==> config.mk <==
export PLATFORM = sky130hd
export DESIGN_NAME = div_restoring_seq
export DESIGN_NICKNAME = d
export VERILOG_FILES = /design/src/rtl/div_restoring_seq.sv
export SDC_FILE = /design/constraint.sdc
export NUM_CORES = 1
export LEC_CHECK = 0
export ABC_AREA = 1
export CAP_MARGIN = 5
export CELL_PAD_IN_SITES_DETAIL_PLACEMENT = 0
export CELL_PAD_IN_SITES_GLOBAL_PLACEMENT = 1
export CORE_UTILIZATION = 43
export CTS_BUF_LIST = sky130_fd_sc_hd__clkbuf_8
export DETAILED_ROUTE_END_ITERATION = 6
export PLACE_DENSITY_LB_ADDON = 0.1
export SKIP_LAST_GASP = 1
export SLEW_MARGIN = 40
export SYNTH_ARGS = -nofsm -noshare
export SYNTH_HDL_FRONTEND = slang
export SYNTH_SLANG_ARGS = --single-unit
==> constraint.sdc <==
create_clock -name clk -period 3.3 [get_ports clk]
set_input_delay 0.33 -clock clk [delete_from_list [all_inputs] [get_ports clk]]
set_output_delay 0.33 -clock clk [all_outputs]
set_load 0.05 [all_outputs]
==> src/rtl/div_restoring_seq.sv <==
`default_nettype none
// ============================================================================
// Module   : div_restoring_seq
// Brief    : Sequential restoring divider, one quotient bit per clock, with a
//            start/done handshake. Optional signed mode via DIV_SIGNED_EN.
// Revision : 1.0 - initial release
// ============================================================================
module div_restoring_seq #(
    parameter int W = 4
) (
    input  logic         clk,
    input  logic         rst_n,
    input  logic         start,
    input  logic [W-1:0] A,
    input  logic [W-1:0] B,
    output logic [W-1:0] Q,
    output logic [W-1:0] R,
    output logic         busy,
    output logic         done,
    output logic         DZ,
    output logic         V
);

    localparam int c_CW = $clog2(W);

    typedef enum logic [1:0] {
        S_IDLE = 2'd0,
        S_CALC = 2'd1,
        S_DONE = 2'd2
    } state_t;

    state_t          r_state;
    state_t          w_state_nxt;
    logic [W-1:0]    r_a;
    logic [W-1:0]    r_b;
    logic [W-1:0]    r_p;
    logic [c_CW-1:0] r_cnt;
    logic [W-1:0]    r_q;
    logic [W-1:0]    r_r;
    logic            r_dz;

    logic            w_accept;
    logic            w_bzero;
    logic [W-1:0]    w_a_mag;
    logic [W-1:0]    w_b_mag;
    logic [W:0]      w_shift;
    logic [W+1:0]    w_trial;
    logic            w_qbit;
    logic [W-1:0]    w_p_nxt;
    logic [W-1:0]    w_q_mag;
    logic [W-1:0]    w_q_res;
    logic [W-1:0]    w_r_res;

    assign w_accept = start & ((r_state == S_IDLE) | (r_state == S_DONE));
    assign w_bzero  = (B == '0);

    // Trial subtract carried one bit wider so the sign of P - B is explicit.
    assign w_shift  = {r_p, r_a[W-1]};
    assign w_trial  = {1'b0, w_shift} - {2'b00, r_b};
    assign w_qbit   = (w_trial[W+1:W] == 2'b00);
    assign w_p_nxt  = w_qbit ? w_trial[W-1:0] : w_shift[W-1:0];
    assign w_q_mag  = {r_a[W-2:0], w_qbit};

`ifdef DIV_SIGNED_EN
    logic r_neg_q;
    logic r_neg_r;
    logic r_ovf;
    logic r_v;
    logic w_ovf;

    assign w_a_mag = A[W-1] ? (~A + 1'b1) : A;
    assign w_b_mag = B[W-1] ? (~B + 1'b1) : B;
    assign w_ovf   = (A == {1'b1, {(W-1){1'b0}}}) && (B == '1);
    assign w_q_res = r_neg_q ? (~w_q_mag + 1'b1) : w_q_mag;
    assign w_r_res = r_neg_r ? (~w_p_nxt + 1'b1) : w_p_nxt;
    assign V       = r_v;

    always_ff @(posedge clk or negedge rst_n) begin
        if (!rst_n) begin
            r_neg_q <= 1'b0;
            r_neg_r <= 1'b0;
            r_ovf   <= 1'b0;
            r_v     <= 1'b0;
        end else if (w_accept) begin
            if (w_bzero) begin
                r_v <= 1'b0;
            end else begin
                r_neg_q <= A[W-1] ^ B[W-1];
                r_neg_r <= A[W-1];
                r_ovf   <= w_ovf;
            end
        end else if ((r_state == S_CALC) && (r_cnt == '0)) begin
            r_v <= r_ovf;
        end
    end
`else
    assign w_a_mag = A;
    assign w_b_mag = B;
    assign w_q_res = w_q_mag;
    assign w_r_res = w_p_nxt;
    assign V       = 1'b0;
`endif

    always_ff @(posedge clk or negedge rst_n) begin
        if (!rst_n) begin
            r_state <= S_IDLE;
        end else begin
            r_state <= w_state_nxt;
        end
    end

    always_comb begin
        w_state_nxt = r_state;
        busy        = 1'b0;
        done        = 1'b0;
        case (r_state)
            S_IDLE: begin
                if (start) w_state_nxt = w_bzero ? S_DONE : S_CALC;
            end
            S_CALC: begin
                busy = 1'b1;
                if (r_cnt == '0) w_state_nxt = S_DONE;
            end
            S_DONE: begin
                done = 1'b1;
                if (start) w_state_nxt = w_bzero ? S_DONE : S_CALC;
                else       w_state_nxt = S_IDLE;
            end
            default: w_state_nxt = S_IDLE;
        endcase
    end

    // r_a doubles as dividend shifter and quotient accumulator.
    always_ff @(posedge clk or negedge rst_n) begin
        if (!rst_n) begin
            r_a   <= '0;
            r_b   <= '0;
            r_p   <= '0;
            r_cnt <= '0;
            r_q   <= '0;
            r_r   <= '0;
            r_dz  <= 1'b0;
        end else if (w_accept) begin
            if (w_bzero) begin
                r_q  <= '1;
                r_r  <= A;
                r_dz <= 1'b1;
            end else begin
                r_a   <= w_a_mag;
                r_b   <= w_b_mag;
                r_p   <= '0;
                r_cnt <= c_CW'(W - 1);
            end
        end else if (r_state == S_CALC) begin
            r_a <= w_q_mag;
            r_p <= w_p_nxt;
            if (r_cnt == '0) begin
                r_q  <= w_q_res;
                r_r  <= w_r_res;
                r_dz <= 1'b0;
            end else begin
                r_cnt <= r_cnt - 1'b1;
            end
        end
    end

    assign Q  = r_q;
    assign R  = r_r;
    assign DZ = r_dz;

endmodule
`default_nettype wire
Yosys cells after proc, flatten, opt, wreduce, memory -nomap -nowiden --
Cells that the tools add are included.
Storage, ports and cells: word-level logic and storage cells 61, register bits 25, output and inout bits 12, input port bits 11
Cells by class: equality and inequality tests 7, add/subtract/negate cells 2, bitwise gates (word level) 3, reduce and logical (&&, ||, !) cells 11, mux-type cells 30
Operators by type and width (count):
- $mux 4 | 15
- $mux 2 | 8
- $ne 2x2->1 const B | 4
- $logic_not 2->1 | 3
- $mux 1 | 6
- $pmux 2 s3 | 1
- $reduce_and 2->1 | 3
- $reduce_and 3->1 | 2
- $sub 5x4->6 | 1
- $logic_not 4->1 | 1
- $reduce_bool 2->1 | 2
- $eq 2x1->1 const B | 1
- $eq 2x2->1 const B | 1
- $ne 2x1->1 const B | 1
- $sub 2x1->2 const B | 1
- $and 1x1->1 | 1
- $not 1->1 | 1
- $or 1x1->1 | 1

Longest topological paths before layout --
Gate-level depths: netlist of the first run.
depth in word-level cells 6, gate-level depth with buffers 14, gate-level depth less buffers 14

Least setup slack after synthesis of the first run --
Ideal clock, no wire load.
path kind flip-flop to flip-flop, start point reg r_a[3], end point reg r_r[3] (netlist: R[3]), required time 3.187 ns, library setup time 0.113 ns, period minus slack after synthesis 1.775 ns, buffers on the path 0, stages on the path, launching flop included 15, arrival time 1.662 ns, setup slack 1.525 ns, cells stage by stage dfrtp_1 -> inv_1 -> ha_1 -> inv_1 -> fa_1 -> nand2_1 -> nand2_1 -> nand2_1 -> nand2_1 -> nand2_2 -> nand2_1 -> nand3_1 -> nand3_1 -> nand2_1 -> inv_1
On the way: longest elaborated chain between the ends 6
RTL lines:
- from (decl) | RTL line 34 | logic [W-1:0] r_a;
- from (signal assigned) | RTL line 149 | r_a <= w_a_mag;
- from (signal assigned) | RTL line 155 | r_a <= w_q_mag;
- $sub 5x4->6 (*) | RTL line 59 | assign w_trial = {1'b0, w_shift} - {2'b00, r_b};
- $logic_not 2->1 | RTL line 60 | assign w_qbit = (w_trial[W+1:W] == 2'b00);
- $mux 4 (*) | RTL line 61 | assign w_p_nxt = w_qbit ? w_trial[W-1:0] : w_shift[W-1:0];
- $mux 4 (*) | RTL line 157 | if (r_cnt == '0) begin
- $mux 4 (*) | RTL line 154 | end else if (r_state == S_CALC) begin
- $mux 4 (*) | RTL line 143 | end else if (w_accept) begin
- to (signal assigned) | RTL line 159 | r_r <= w_r_res;
- to (decl) | RTL line 39 | logic [W-1:0] r_r;
Mark *: on every way between the ends. The rest lies on a longest branch, timed or not. The select of a mux whose other input is x is not followed. A chain may end at the register's enable or synchronous reset.

Worst setup path after layout of the first run --
start point reg r_a[3], end point reg r_r[0] (netlist: R[0])
On the way: longest elaborated chain between the ends 6
RTL lines (RTL line):
- $sub 5x4->6 | 59
- $logic_not 2->1 | 60
- $mux 4 (*) | 61
- $mux 4 (*) | 157
- $mux 4 (*) | 154
- $mux 4 (*) | 143
Marked as above.

==> reports/summary.log, run 1 <==
INFO  outcome        run_status=finished, final reports clean
INFO  sta            clock_skew=0.00554ns
INFO  pwr            power_density=1100mW/mm2
INFO  synth          yosys.cell_types.count=26
INFO  global_routing grt_usage=0.197
INFO  drt            post_drt_wl_per_cell=12.2um
INFO  critical_path  ff2ff_setup_slack=1.23ns
INFO  critical_path  crit-reg2reg-capture=R[0]
INFO  drt            drtPass1Iterations=4
INFO  drt            totalWireLength=2.95mm
INFO  final_layout   areaGrowthSynthToFinish=20.3%
INFO  floorplanning  std_cell_rows=20
INFO  synth          asyncSetResetFlopFracSynth=1.00
INFO  critical_path  timing.critical_path.from_type=flip-flop
INFO  drt            drcViolationCount=0
INFO  synth          post_synth.cell_area_avg=7.80um2
INFO  job            drv_cap=0
INFO  cts            tritoncts_num_sinks=25
INFO  cts            clk_path_buf_depth=2
INFO  final_layout   layout.area.seq=626um2
INFO  synth          fraction_of_synthesized_cell_area_in_xor_and_xnor_cells=0.00631
INFO  synth          synth_adder_area_share=0.0595
INFO  global_routing first_global_vias=1138
INFO  floorplanning  die_height=58.8um
INFO  floorplanning  design.die.area=0.00346mm2
INFO  critical_path  cp_slowest_cell=dfrtp_1
INFO  drt            ant_nets=0
INFO  placement      dp_hpwl=2.19mm
INFO  drt            via_count=1194
INFO  critical_path  critical-path-max-stage-delay=0.39ns
INFO  cts            clock_latency=0.27ns
INFO  final_layout   num-nets-final=216
INFO  critical_path  endpoint_kind=flip-flop
INFO  pwr            power_frac_comb=0.609
INFO  final_layout   final_cells=242
INFO  cts            clockRootBuffer=clkbuf_8
INFO  floorplanning  core_footprint=0.00305mm2
INFO  synth          netlist_area=0.00139mm2
INFO  synth          main_combinational_cell_family_by_area_after_synthesis=simple AND/OR/NAND/NOR gates
INFO  synth          synth_enable_flop_cells=0
INFO  synth          synth_flop_cell=dfrtp_1
INFO  sta            tns=0ns
INFO  global_routing grt_pass1_wl=5.00mm
INFO  drt            via_per_inst=4.93
INFO  synth          synth-seq-cells=25
INFO  global_routing gr_overflow_total=0
INFO  critical_path  cp_data_arrival_time=2.25ns
INFO  critical_path  ff2ff_path_depth=14
INFO  drt            initialDrtViolationCount=37
INFO  cts            clock_tree.htree_level_count=1
INFO  cts            clock_pin_slew_reported_for_the_worst_setup_and_hold_paths_after_clock_tree_synthesis=0.09ns
INFO  pwr            clockPowerShare=0.101
INFO  cts            holdBufCountCts=0
INFO  cts            tritoncts=yes
INFO  placement      place.port_buffers=21
INFO  global_routing grt_max_degree=26
INFO  pwr            p_sw_frac=0.502
INFO  synth          synth_sequential_area_ratio=0.451
INFO  synth          synth-compound-area-share=0.0974
INFO  sta            setup_viol=0
INFO  critical_path  timing.critical_path.cells=inv_1, ha_1, inv_1, fa_1, nand2_1, nand2_1, nand2_1, nand2_1, nand2_2, nand2_1, nand3_1, nand3_1, nand2_1, inv_1
INFO  sta            period_share=0.627
INFO  cts            post_cts_resize_count=0
INFO  sta            finalHoldViolations=0
INFO  synth          yosys_warnings=0
INFO  floorplanning  fp.dieW=58.8um
INFO  pwr            internal_power=911uW
INFO  sta            setup_ws=1.23ns
INFO  cts            cts_made_buffers=3
INFO  final_layout   highest_count_cells_in_the_layout_ignoring_fill_and_taps=47 x nand2_1, 26 x inv_1, 25 x dfrtp_1
INFO  pwr            sequentialPowerShare=0.290
INFO  final_layout   filler_cell_count=309
INFO  synth          simple_gate_share_of_the_synthesized_area=0.280
INFO  pwr            power.ir.vdd_worst=0.000413V
INFO  min_path       worst_hold_path_type=input port to async pin
INFO  critical_path  critical_path.most_common_cell=nand2_1
INFO  sta            unrepaired_setup_endpoints_after_global_routing=no
INFO  placement      gp_congestion=0.840
INFO  critical_path  path_class=flip-flop to flip-flop
INFO  critical_path  crit-reg2reg-launch=r_a[3]
INFO  synth          synth_cells=178
INFO  critical_path  worst-path-max-fanout=6
INFO  critical_path  required=3.48ns
INFO  sta            final.min_clock_period=2.07ns
INFO  sta            final_max_slew_viol_count=0
INFO  synth          mappedNetlistNets=195
INFO  synth          yosys-mux-area-fraction=0
INFO  pwr            net_switching_power=918uW
INFO  final_layout   multiInputGateArea=619um2
INFO  placement      post-place-ws=1.12ns
INFO  placement      placed_cells=238
INFO  final_layout   num_antenna_cells=0
INFO  global_routing grt_antenna_before_repair=0
INFO  final_layout   leading_cell_type_in_the_layout_fill_and_taps_excluded=nand2_1
INFO  floorplanning  num_io_pins=23
INFO  final_layout   drive_gt1_frac=0.0707
INFO  floorplanning  starting_density=0.455
INFO  pwr            leakagePower=0.860nW
INFO  cts            cts_setup_buffers=0
INFO  sta            fmax=483MHz
## cell usage after synthesis (2+ instances only)
library cell | count | area, um2
nand2_2 | 3 | 18.8
a31oi_1 | 4 | 25.0
dfrtp_1 | 25 | 626
nand3_1 | 14 | 70.1
nand4_1 | 4 | 25.0
or2_1 | 4 | 25.0
o21ai_0 | 10 | 50.1
inv_2 | 2 | 7.51
inv_1 | 26 | 97.6
nand2_1 | 47 | 176
ha_1 | 5 | 62.6
buf_2 | 3 | 15.0
a21oi_1 | 7 | 35.0
nor2_1 | 12 | 45.0
## kinds of logic after synthesis
logic type	count (synthesis)
AND/OR/NAND/NOR	87
buffers and inverters	34
flip-flops	25
AO/OA/AOI/OAI	24
adder cells (fa/ha/maj)	6
XOR/XNOR	1
other	1
## registers in the layout, indices dropped and copies added (netlist names)
register,count
r_a,4
r_p,4
DZ,1
r_cnt,2
Q,4
r_b,4
r_state,2
R,4
## power by group through the flow
stage                     Combinational, mW  Clock (mW)  Sequential, mW
after floorplan                       0.653           0           0.716
after global placement                 1.10           0           0.536
after detailed placement               1.11           0           0.538
after CTS                              1.12       0.191           0.533
after global routing                   1.24       0.199           0.549
final                                  1.11       0.184           0.531
## stage by stage
stage	area, um2	utilization	hold WS [ns]	power, mW
finish	1670	0.547	0.411	1.83
global route	1670	0.547	0.460	1.99
CTS	1670	0.547	0.424	1.84
detailed placement	1620	0.532	0.479	1.65
global placement	1620	0.532	0.480	1.63
floorplan	1390	-	0.0344	1.37
## cell type report
type / count / area share
clock inverters: 1 / 0.00300
repair buffers: 22 / 0.130
clock buffers: 3 / 0.0247
flip-flops and latches: 25 / 0.375
multi-input cells: 119 / 0.371
inverters: 28 / 0.0630
well taps: 44 / 0.0330
## worst max path at each step
stage	start	to	slack, ns	cells after the start
global placement	start	r_a[0]	1.19	8
CTS	r_a[3]	R[0]	1.23	14
floorplan	r_a[3]	R[3]	1.53	14
finish	r_a[3]	R[0]	1.23	14
detailed placement	B[0]	r_a[0]	1.12	8
global route	r_a[3]	R[3]	1.04	14
## critical path: cells and delay by family, from the launching register on
| kind | cells | cell delay (ns) |
|---|---|---|
| flops | 1 | 0.39 |
| simple gates | 9 | 0.86 |
| fa+ha+maj | 2 | 0.53 |
| buf+inv | 3 | 0.18 |
## metal layers
layer	routed length, um	GRT usage	up-vias
met3	101	0.0352	5
met5	0	0	-
met2	1420	0.326	28
met4	41	0.0714	0
li1	-	-	598
met1	1390	0.258	563
No activity file was read; power rests on OpenSTA's default activity.
==> run 2: changes to the inputs <==
CORE_UTILIZATION = 36   (was 43)
clock period = 1.9 ns   (was 3.3 ns; I/O delays follow)
==> run 2 against run 1 <==
  * Flip-flop and latch count is the same
  * Largest power group unchanged
  * Routed wire length up 8.3%
  * Count of clock-buffer cells in the layout is the same
  * Core utilization fell by 6.5 points
  * Global-route usage shrank 2.0 points
  * Sequential share of layout area is 2.3 points lower
  * Critical endpoint is now r_p[2]
  * Die area rose by 19%
==> reports/summary.log, run 2 (synthesized netlist as in run 1, its figures left out) <==
INFO  pwr            leakagePower=0.911nW [+6.0%]
INFO  critical_path  required=2.06ns [-1.42 ns]
INFO  critical_path  critical-path-max-stage-delay=0.41ns [+0.02 ns]
INFO  final_layout   num_antenna_cells=0 [unchanged]
INFO  sta            final.min_clock_period=1.83ns [-0.235 ns]
INFO  sta            clock_skew=0.00560ns [+0.0000638 ns]
INFO  floorplanning  die_height=64.1um [+9.0%]
INFO  cts            clock_tree.htree_level_count=1 [unchanged]
INFO  placement      placed_cells=250 [+5.0%]
INFO  cts            holdBufCountCts=0 [unchanged]
INFO  drt            post_drt_wl_per_cell=12.5um [+2.8%]
INFO  critical_path  cp_slowest_cell=dfrtp_1
INFO  critical_path  critical_path.most_common_cell=nand2_1
INFO  drt            ant_nets=0 [unchanged]
INFO  final_layout   drive_gt1_frac=0.159 [+0.0887]
INFO  floorplanning  design.die.area=0.00411mm2 [+19%]
INFO  floorplanning  core_footprint=0.00369mm2 [+21%]
INFO  sta            final_max_slew_viol_count=0 [unchanged]
INFO  drt            drcViolationCount=0 [unchanged]
INFO  cts            clk_path_buf_depth=2 [unchanged]
INFO  floorplanning  starting_density=0.376 [-0.0783]
INFO  cts            tritoncts_num_sinks=25 [unchanged]
INFO  global_routing grt_max_degree=26 [unchanged]
INFO  sta            unrepaired_setup_endpoints_after_global_routing=yes
INFO  cts            clock_latency=0.27ns [about the same]
INFO  final_layout   leading_cell_type_in_the_layout_fill_and_taps_excluded=nand2_1
INFO  floorplanning  std_cell_rows=22 [+10%]
INFO  final_layout   highest_count_cells_in_the_layout_ignoring_fill_and_taps=46 x nand2_1, 25 x dfrtp_1, 25 x inv_1
INFO  drt            totalWireLength=3.20mm [+8.3%]
INFO  final_layout   num-nets-final=225 [+4.2%]
INFO  critical_path  worst-path-max-fanout=5 [-1]
INFO  pwr            power_density=1920mW/mm2 [+75%]
INFO  sta            period_share=0.965 [+0.338]
INFO  critical_path  cp_data_arrival_time=2.00ns [-0.25 ns]
INFO  cts            tritoncts=yes
INFO  global_routing first_global_vias=1220 [+7.2%]
INFO  placement      dp_hpwl=2.39mm [+9.2%]
INFO  drt            via_per_inst=4.70 [-4.8%]
INFO  drt            drtPass1Iterations=4 [unchanged]
INFO  global_routing gr_overflow_total=0 [unchanged]
INFO  global_routing grt_antenna_before_repair=0 [unchanged]
INFO  critical_path  path_class=flip-flop to flip-flop
INFO  global_routing grt_pass1_wl=5.40mm [+8.0%]
INFO  drt            initialDrtViolationCount=41 [+11%]
INFO  cts            clockRootBuffer=clkbuf_8
INFO  critical_path  timing.critical_path.from_type=flip-flop
INFO  min_path       worst_hold_path_type=input port to async pin
INFO  floorplanning  num_io_pins=23 [unchanged]
INFO  cts            cts_made_buffers=3 [unchanged]
INFO  critical_path  timing.critical_path.cells=inv_2, ha_4, inv_2, fa_2, nand2_1, nand2_1, nand2_1, nand2_1, nand2_2, nand2_2, nand3_2, nand2_1, nand2_1, nand2_1
INFO  sta            finalHoldViolations=0 [unchanged]
INFO  placement      gp_congestion=0.793 [-5.7%]
INFO  floorplanning  fp.dieW=64.1um [+9.0%]
INFO  sta            setup_viol=0 [unchanged]
INFO  drt            via_count=1198 [+0.34%]
INFO  pwr            power.ir.vdd_worst=0.000903V [+120%]
INFO  sta            maxSlewHeadroom=0.652
INFO  final_layout   final_cells=255 [+5.4%]
INFO  final_layout   areaGrowthSynthToFinish=28.0%
INFO  global_routing grt_usage=0.177 [-0.0196]
INFO  critical_path  endpoint_kind=flip-flop
INFO  outcome        run_status=finished, final reports clean
INFO  sta            worst_slew_pin_slew=0.520ns
INFO  placement      place.port_buffers=21 [unchanged]
INFO  job            drv_cap=0 [unchanged]
INFO  pwr            power=3.41mW [+86%]
INFO  cts            clock_pin_slew_reported_for_the_worst_setup_and_hold_paths_after_clock_tree_synthesis=0.09ns [about the same]
INFO  sta            fmax=545MHz [+13%]
-- run 2: final timing paths --
kind	start	to	slack, ns	cells after the start
max	r_a[3]	r_p[2]	0.07	14
min	rst_n	r_p[3]	0.29	2
max reg2reg	r_a[3]	r_p[2]	0.07	14
min reg2reg	r_b[3]	r_b[3]	0.50	2
max in group asynchronous	rst_n	r_p[0]	1.35	2
min in group clk	r_b[3]	r_b[3]	0.50	2
-- run 2: metal layers --
layer | GRT usage | up-vias | routed length [um]
li1 | - | 615 | -
met1 | 0.206 | 553 | 1450
met2 | 0.310 | 25 | 1530
met3 | 0.0304 | 5 | 151
met4 | 0.0938 | 0 | 65
met5 | 0 | - | 0
-- run 2: critical path, delay by kind of cell, from the launching register on --
| family | cells | cell delay (ns) |
|---|---|---|
| buffers and inverters | 2 | 0.13 |
| flip-flops | 1 | 0.41 |
| adder cells (fa/ha/maj) | 2 | 0.46 |
| AND/OR/NAND/NOR | 10 | 0.71 |
-- run 2: area by class of cell --
type	count	area, um2
fillers	385	1910
inverters	28	105
repair buffers	31	284
flip-flops and latches	25	626
well taps	48	60.1
clock buffers	3	41.3
multi-input cells	119	657
clock inverters	1	3.75
-- run 2: what timing repair did --
item,in CTS,in global routing
setup endpoints to repair,0,10
setup buffers,0,1
resized for setup,0,11
-- run 2: power breakdown --
part,switching (mW),total [mW],internal [mW]
clock,0.165,0.309,0.145
combinational,1.35,2.16,0.808
sequential,0.154,0.936,0.783
total,1.67,3.41,1.74
-- run 2: metrics by stage --
step                setup slack (ns)   util  hold WS [ns]  area (um2)  TNS, ns
floorplan                      0.125      -        -0.106        1390        0
global placement              0.0670  0.456         0.471        1680        0
detailed placement            0.0320  0.456         0.476        1680        0
CTS                           0.0170  0.468         0.295        1730        0
global route                 -0.0783  0.482         0.302        1780   -0.578
finish                        0.0656  0.482         0.288        1780        0
==> run 3: changes to the inputs <==
CORE_UTILIZATION = 43   (was 36)
DONT_BUFFER_PORTS = 1   (was unset)
==> run 3 against run 2 <==
  * Non-clock buffer count decreased by 22
  * Cell count shrank 10%
  * Core utilization increased by 3.6 points
  * Critical path depth unchanged
==> reports/summary.log, run 3 (synthesized netlist as in run 1, its figures left out) <==
INFO  drt            initialDrtViolationCount=38 [-7.3%]
INFO  final_layout   areaGrowthSynthToFinish=13.8%
INFO  floorplanning  num_io_pins=23 [unchanged]
INFO  sta            clock_skew=0.00370ns [-0.00190 ns]
INFO  global_routing grt_usage=0.178 [+0.000809]
INFO  placement      gp_congestion=0.805 [+1.5%]
INFO  final_layout   highest_count_cells_in_the_layout_ignoring_fill_and_taps=46 x nand2_1, 25 x dfrtp_1, 25 x inv_1
INFO  critical_path  endpoint_kind=flip-flop
INFO  job            drv_cap=0 [unchanged]
INFO  drt            drcViolationCount=0 [unchanged]
INFO  sta            fmax=541MHz [-0.69%]
INFO  global_routing gr_overflow_total=0 [unchanged]
INFO  sta            unrepaired_setup_endpoints_after_global_routing=yes
INFO  critical_path  cp_data_arrival_time=2.01ns [about the same]
INFO  cts            tritoncts_num_sinks=25 [unchanged]
INFO  floorplanning  die_height=58.8um [-8.2%]
INFO  drt            totalWireLength=2.75mm [-14%]
INFO  global_routing grt_pass1_wl=4.66mm [-14%]
INFO  final_layout   filler_cell_count=325 [-16%]
INFO  cts            clock_latency=0.27ns [about the same]
INFO  critical_path  timing.critical_path.from_type=flip-flop
INFO  final_layout   leading_cell_type_in_the_layout_fill_and_taps_excluded=nand2_1
INFO  sta            final_max_slew_viol_count=0 [unchanged]
INFO  final_layout   num_antenna_cells=0 [unchanged]
INFO  critical_path  worst-path-max-fanout=5 [unchanged]
INFO  global_routing grt_antenna_before_repair=0 [unchanged]
INFO  critical_path  required=2.07ns [about the same]
INFO  floorplanning  design.die.area=0.00346mm2 [-16%]
INFO  critical_path  path_class=flip-flop to flip-flop
INFO  floorplanning  fp.dieW=58.8um [-8.2%]
INFO  drt            ant_nets=0 [unchanged]
INFO  drt            via_per_inst=4.73 [+0.76%]
INFO  sta            holdWs=0.0506ns [-0.238 ns]
INFO  cts            tritoncts=yes
INFO  global_routing grt_max_degree=26 [unchanged]
INFO  drt            drtPass1Iterations=4 [unchanged]
INFO  placement      place.port_buffers=0 [-100%]
INFO  cts            clock_tree.htree_level_count=1 [unchanged]
INFO  placement      detailed_place.area=0.00145mm2 [-14%]
INFO  sta            final.min_clock_period=1.85ns [+0.0127 ns]
INFO  cts            clk_path_buf_depth=2 [unchanged]
INFO  floorplanning  starting_density=0.455 [+0.0783]
INFO  sta            finalHoldViolations=0 [unchanged]
INFO  final_layout   num-nets-final=203 [-9.8%]
INFO  placement      post-place-ws=-0.0558ns [-0.0878 ns]
INFO  cts            clock_pin_slew_reported_for_the_worst_setup_and_hold_paths_after_clock_tree_synthesis=0.08ns [about the same]
INFO  cts            clockRootBuffer=clkbuf_8
INFO  outcome        run_status=finished, final reports clean
INFO  cts            cts_made_buffers=3 [unchanged]
INFO  sta            period_share=0.972 [+0.00667]
INFO  global_routing first_global_vias=1073 [-12%]
INFO  drt            via_count=1084 [-9.5%]
INFO  placement      dp_hpwl=2.11mm [-12%]
INFO  min_path       worst_hold_path_type=input port to flip-flop
INFO  drt            post_drt_wl_per_cell=12.0um [-4.2%]
INFO  sta            setup_viol=0 [unchanged]
INFO  floorplanning  std_cell_rows=20 [-9.1%]
INFO  sta            setup_ws=0.0530ns [-0.0127 ns]
INFO  final_layout   drive_gt1_frac=0.162 [+0.00274]
INFO  final_layout   fin_area=0.00158mm2 [-11%]
INFO  floorplanning  core_footprint=0.00305mm2 [-17%]
## run 3: changes by cell type in the layout (fill, tap and decap cells not counted)
cell / delta
buf_12: +1
nand3_2: +1
dlygate4sd3_1: +1
buf_4: -5
clkdlybuf4s50_1: -19
nand3_1: -1
## run 3: timing repair
action / in CTS / in global routing
pin swaps: 0 / 4
resized for setup: 3 / 9
hold endpoints to repair: 25 / 0
hold buffers: 2 / 0
buffers inserted: 0 / 1
endpoints found under the setup margin: 5 / 9
## run 3: final timing paths
path	start	to	slack, ns	depth (start not counted)
max	r_a[3]	R[0]	0.05	14
min	B[2]	r_b[2]	0.05	1
max reg2reg	r_a[3]	R[0]	0.05	14
min reg2reg	r_b[1]	r_b[1]	0.49	2
max in group asynchronous	rst_n	DZ	1.40	2
min in group asynchronous	rst_n	r_p[2]	0.34	2
## run 3: worst max-delay path, cell delays in order (launching register included)
cell,delay [ns]
dfrtp_1,0.40
inv_2,0.08
ha_4,0.13
inv_2,0.04
fa_2,0.33
nand2_1,0.06
nand2_1,0.06
nand2_1,0.07
nand2_1,0.06
nand2_2,0.11
nand2_2,0.12
nand3_2,0.10
nand3_1,0.09
nand2_1,0.07
inv_1,0.03
## run 3: cell type report
type | count | area (um2) | share of cell area
timing repair buffer | 9 | 86.3 | 0.0547
inverter | 28 | 105 | 0.0666
clock buffer | 3 | 41.3 | 0.0261
clock inverter | 1 | 3.75 | 0.00238
tap | 44 | 55.1 | 0.0349
multi-input combinational | 119 | 662 | 0.419
sequential | 25 | 626 | 0.396
## run 3: stage by stage
stage                     TNS [ns]  instances  utilization
after CTS                        0        228        0.503
after global placement           0        222        0.475
after floorplan                  0        178            -
after global routing        -0.426        229        0.517
final                            0        229        0.517
after detailed placement   -0.0866        222        0.475
## run 3: routing by layer
| layer | global-route usage | share of wire | up-vias |
|---|---|---|---|
| met4 | 0.0442 | 0.0058 | 0 |
| met3 | 0.0418 | 0.039 | 2 |
| li1 | - | - | 575 |
| met1 | 0.234 | 0.49 | 487 |
| met5 | 0 | 0 | - |
| met2 | 0.295 | 0.47 | 20 |
Power of run 3 is not shown: default switching activity piles up to over one toggle a cycle in this logic, so the estimate is an artifact.
==> patch, RTL diff (settings of run 2) <==
`W`: 4 -> 2.
--- a/src/rtl/div_restoring_seq.sv
+++ b/src/rtl/div_restoring_seq.sv
@@ -7,5 +7,5 @@
 // ============================================================================
 module div_restoring_seq #(
-    parameter int W = 4
+    parameter int W = 2
 ) (
     input  logic         clk,
Ports: changed (resized A, B, Q and R); port bits go from 23 to 15. No check against the original RTL was run, so the function may have changed too.
==> patch against run 2 <==
- via count is 47% lower
- combinational power is 48% lower
- critical path type is now register to output pin
- sequential cell count is 11 lower
- synthesized area is 42% lower
- wire length is 55% lower
- clock power is 6.8% lower
- design area is 44% lower
- final cell count is 45% lower
- largest power group unchanged
- total power is 43% lower
- worst setup slack better by 0.054 ns
- hold slack better by 0.056 ns
==> patch: results (changes against run 2) <==
Critical path:
- The arrival time of the worst setup path is 1.59 ns (-0.41 ns).
- The terminus of the critical flop-to-flop path is R[1].
- The critical register-to-register path startpoint is r_a[1].
- The worst setup slack for register-to-register paths is 0.20 ns (+0.13 ns).
- The maximum fanout along the worst path is 4 (-1).
- The logic depth of the worst register-to-register path is 11 (-3).
- The critical path starts at r_state[0].

Synth:
- Ranked by instance count, the synthesized netlist is headed by 18 x sky130_fd_sc_hd__nand2_1, 14 x sky130_fd_sc_hd__dfrtp_1, 12 x sky130_fd_sc_hd__inv_1.
- The area share of fa/ha/maj cells after synthesis is 0.0563 (-0.00326).
- The post-synthesis cell type count came to 25 (-3.8%).
- The area share of xor/xnor cells in the synthesized design was 0 (-0.00631).
- The number of nets produced by synthesis is 108 (-45%).
- Sorting the synthesized cells by area gives the leading types as sky130_fd_sc_hd__dfrtp_1 44%, sky130_fd_sc_hd__nand2_1 8.4%, sky130_fd_sc_hd__inv_1 5.6%.
- The portion of the post-synthesis area used by sequential elements is 0.438 (-0.0134).
- The cell count after synthesis is 98 (-45%).
- The share of the synthesized area in compound gates (AO/OA/AOI/OAI) is 0.102 (+0.00418).

Detailed routing:
- The DRC violation total after the first TritonRoute iteration came to 10 (-76%).
- The aggregate routed wire length came to 1450 um (-55%).
- The number of vias in the routed layout was 632 (-47%).
- The number of iterations in the first detailed-routing pass came to 4 (unchanged).

Status:
- The flow ran to the end, and the final reports show no timing, DRC or antenna violations.

Power and ir drop:
- The worst-case vdd ir drop came to 757 uV (-16%).
- The reported leakage power was 0.488 nW (-46%).

GRT:
- The via count of the first global-routing pass came to 581 (-52%).
- The maximum number of pins on one net before global-route repair is 15 (-42%).
- The global router's overall resource usage was 0.139 (-0.0380).
- The wire length of the first global-routing pass came to 2570 um (-52%).

CTS:
- The clock transition at the register clock pins on the worst setup and hold paths after CTS was 0.06 ns (-0.03 ns).
- The later-pin clock latency in the skew report is 0.24 ns (-0.03 ns).

Place:
- The HPWL after detailed placement came to 1150 um (-52%).
- The count of port buffers added during placement is 13 (-38%).
- The routability congestion estimate is 0.716 (-9.7%).

Final layout:
- The number of nets in the finished design is 124 (-45%).
- The count of non-filler cells in the finished layout is 140 (-45%).
- The fraction of layout cells with a size suffix above 1 is 0.186 (+0.0264).

Timing:
- The relative slew slack is 0.573 (-0.0793).
- The maximum clock skew at final layout is 0.000962 ns (-0.00464 ns).

Min path:
- The class of the worst hold path is input port to async pin.
## patch: worst max-delay path by stage
| stage | end | slack [ns] | depth (start not counted) |
|---|---|---|---|
| finish | done | 0.12 | 2 |
| global route | done | 0.04 | 2 |
| CTS | done | 0.12 | 2 |
| detailed placement | R[1] | 0.16 | 11 |
| global placement | R[1] | 0.18 | 11 |
| floorplan | R[1] | 0.33 | 11 |
## patch: cells by family (layout without fill, tap and decap cells)
kind of cell | Yosys count | in the layout
AOI/OAI and AO/OA | 12 | 12
adders and majority gates | 3 | 3
buffers and inverters | 21 | 36
DFF | 14 | 14
other | 1 | 1
and+or+nand+nor | 47 | 47
## patch: power breakdown
part           switching [mW]  internal, mW
registers              0.0889         0.441
clock network           0.105         0.183
logic                   0.735         0.386
## patch: critical path, stage by stage (launching register included)
cell                              delay (ns)
sky130_fd_sc_hd__dfrtp_1                0.42
sky130_fd_sc_hd__nor2_1                 0.13
sky130_fd_sc_hd__clkdlybuf4s50_1        0.80
## patch: final cells by class
class	instances	area, um^2
Clock buffer	4	55.1
Fill cell	203	1020
Inverter	19	72.6
Multi-Input combinational cell	63	360
Sequential cell	14	350
Tap cell	27	33.8
Timing Repair Buffer	13	128
## patch: metrics by stage
step	total power, mW	cell area, um^2	utilization	hold WS, ns
global placement	1.64	940	0.465	0.470
floorplan	1.38	801	-	-0.106
global route	2.12	1000	0.494	0.396
finish	1.94	1000	0.494	0.344
detailed placement	1.65	940	0.465	0.477
CTS	1.95	995	0.492	0.372
## patch: metal layers
metal / vias to the layer above / wire length, um / track usage
li1: 334 / - / -
met1: 286 / 753 / 0.196
met2: 10 / 646 / 0.219
met3: 2 / 39 / 0.0280
met4: 0 / 12 / 0.0294
met5: - / 0 / 0
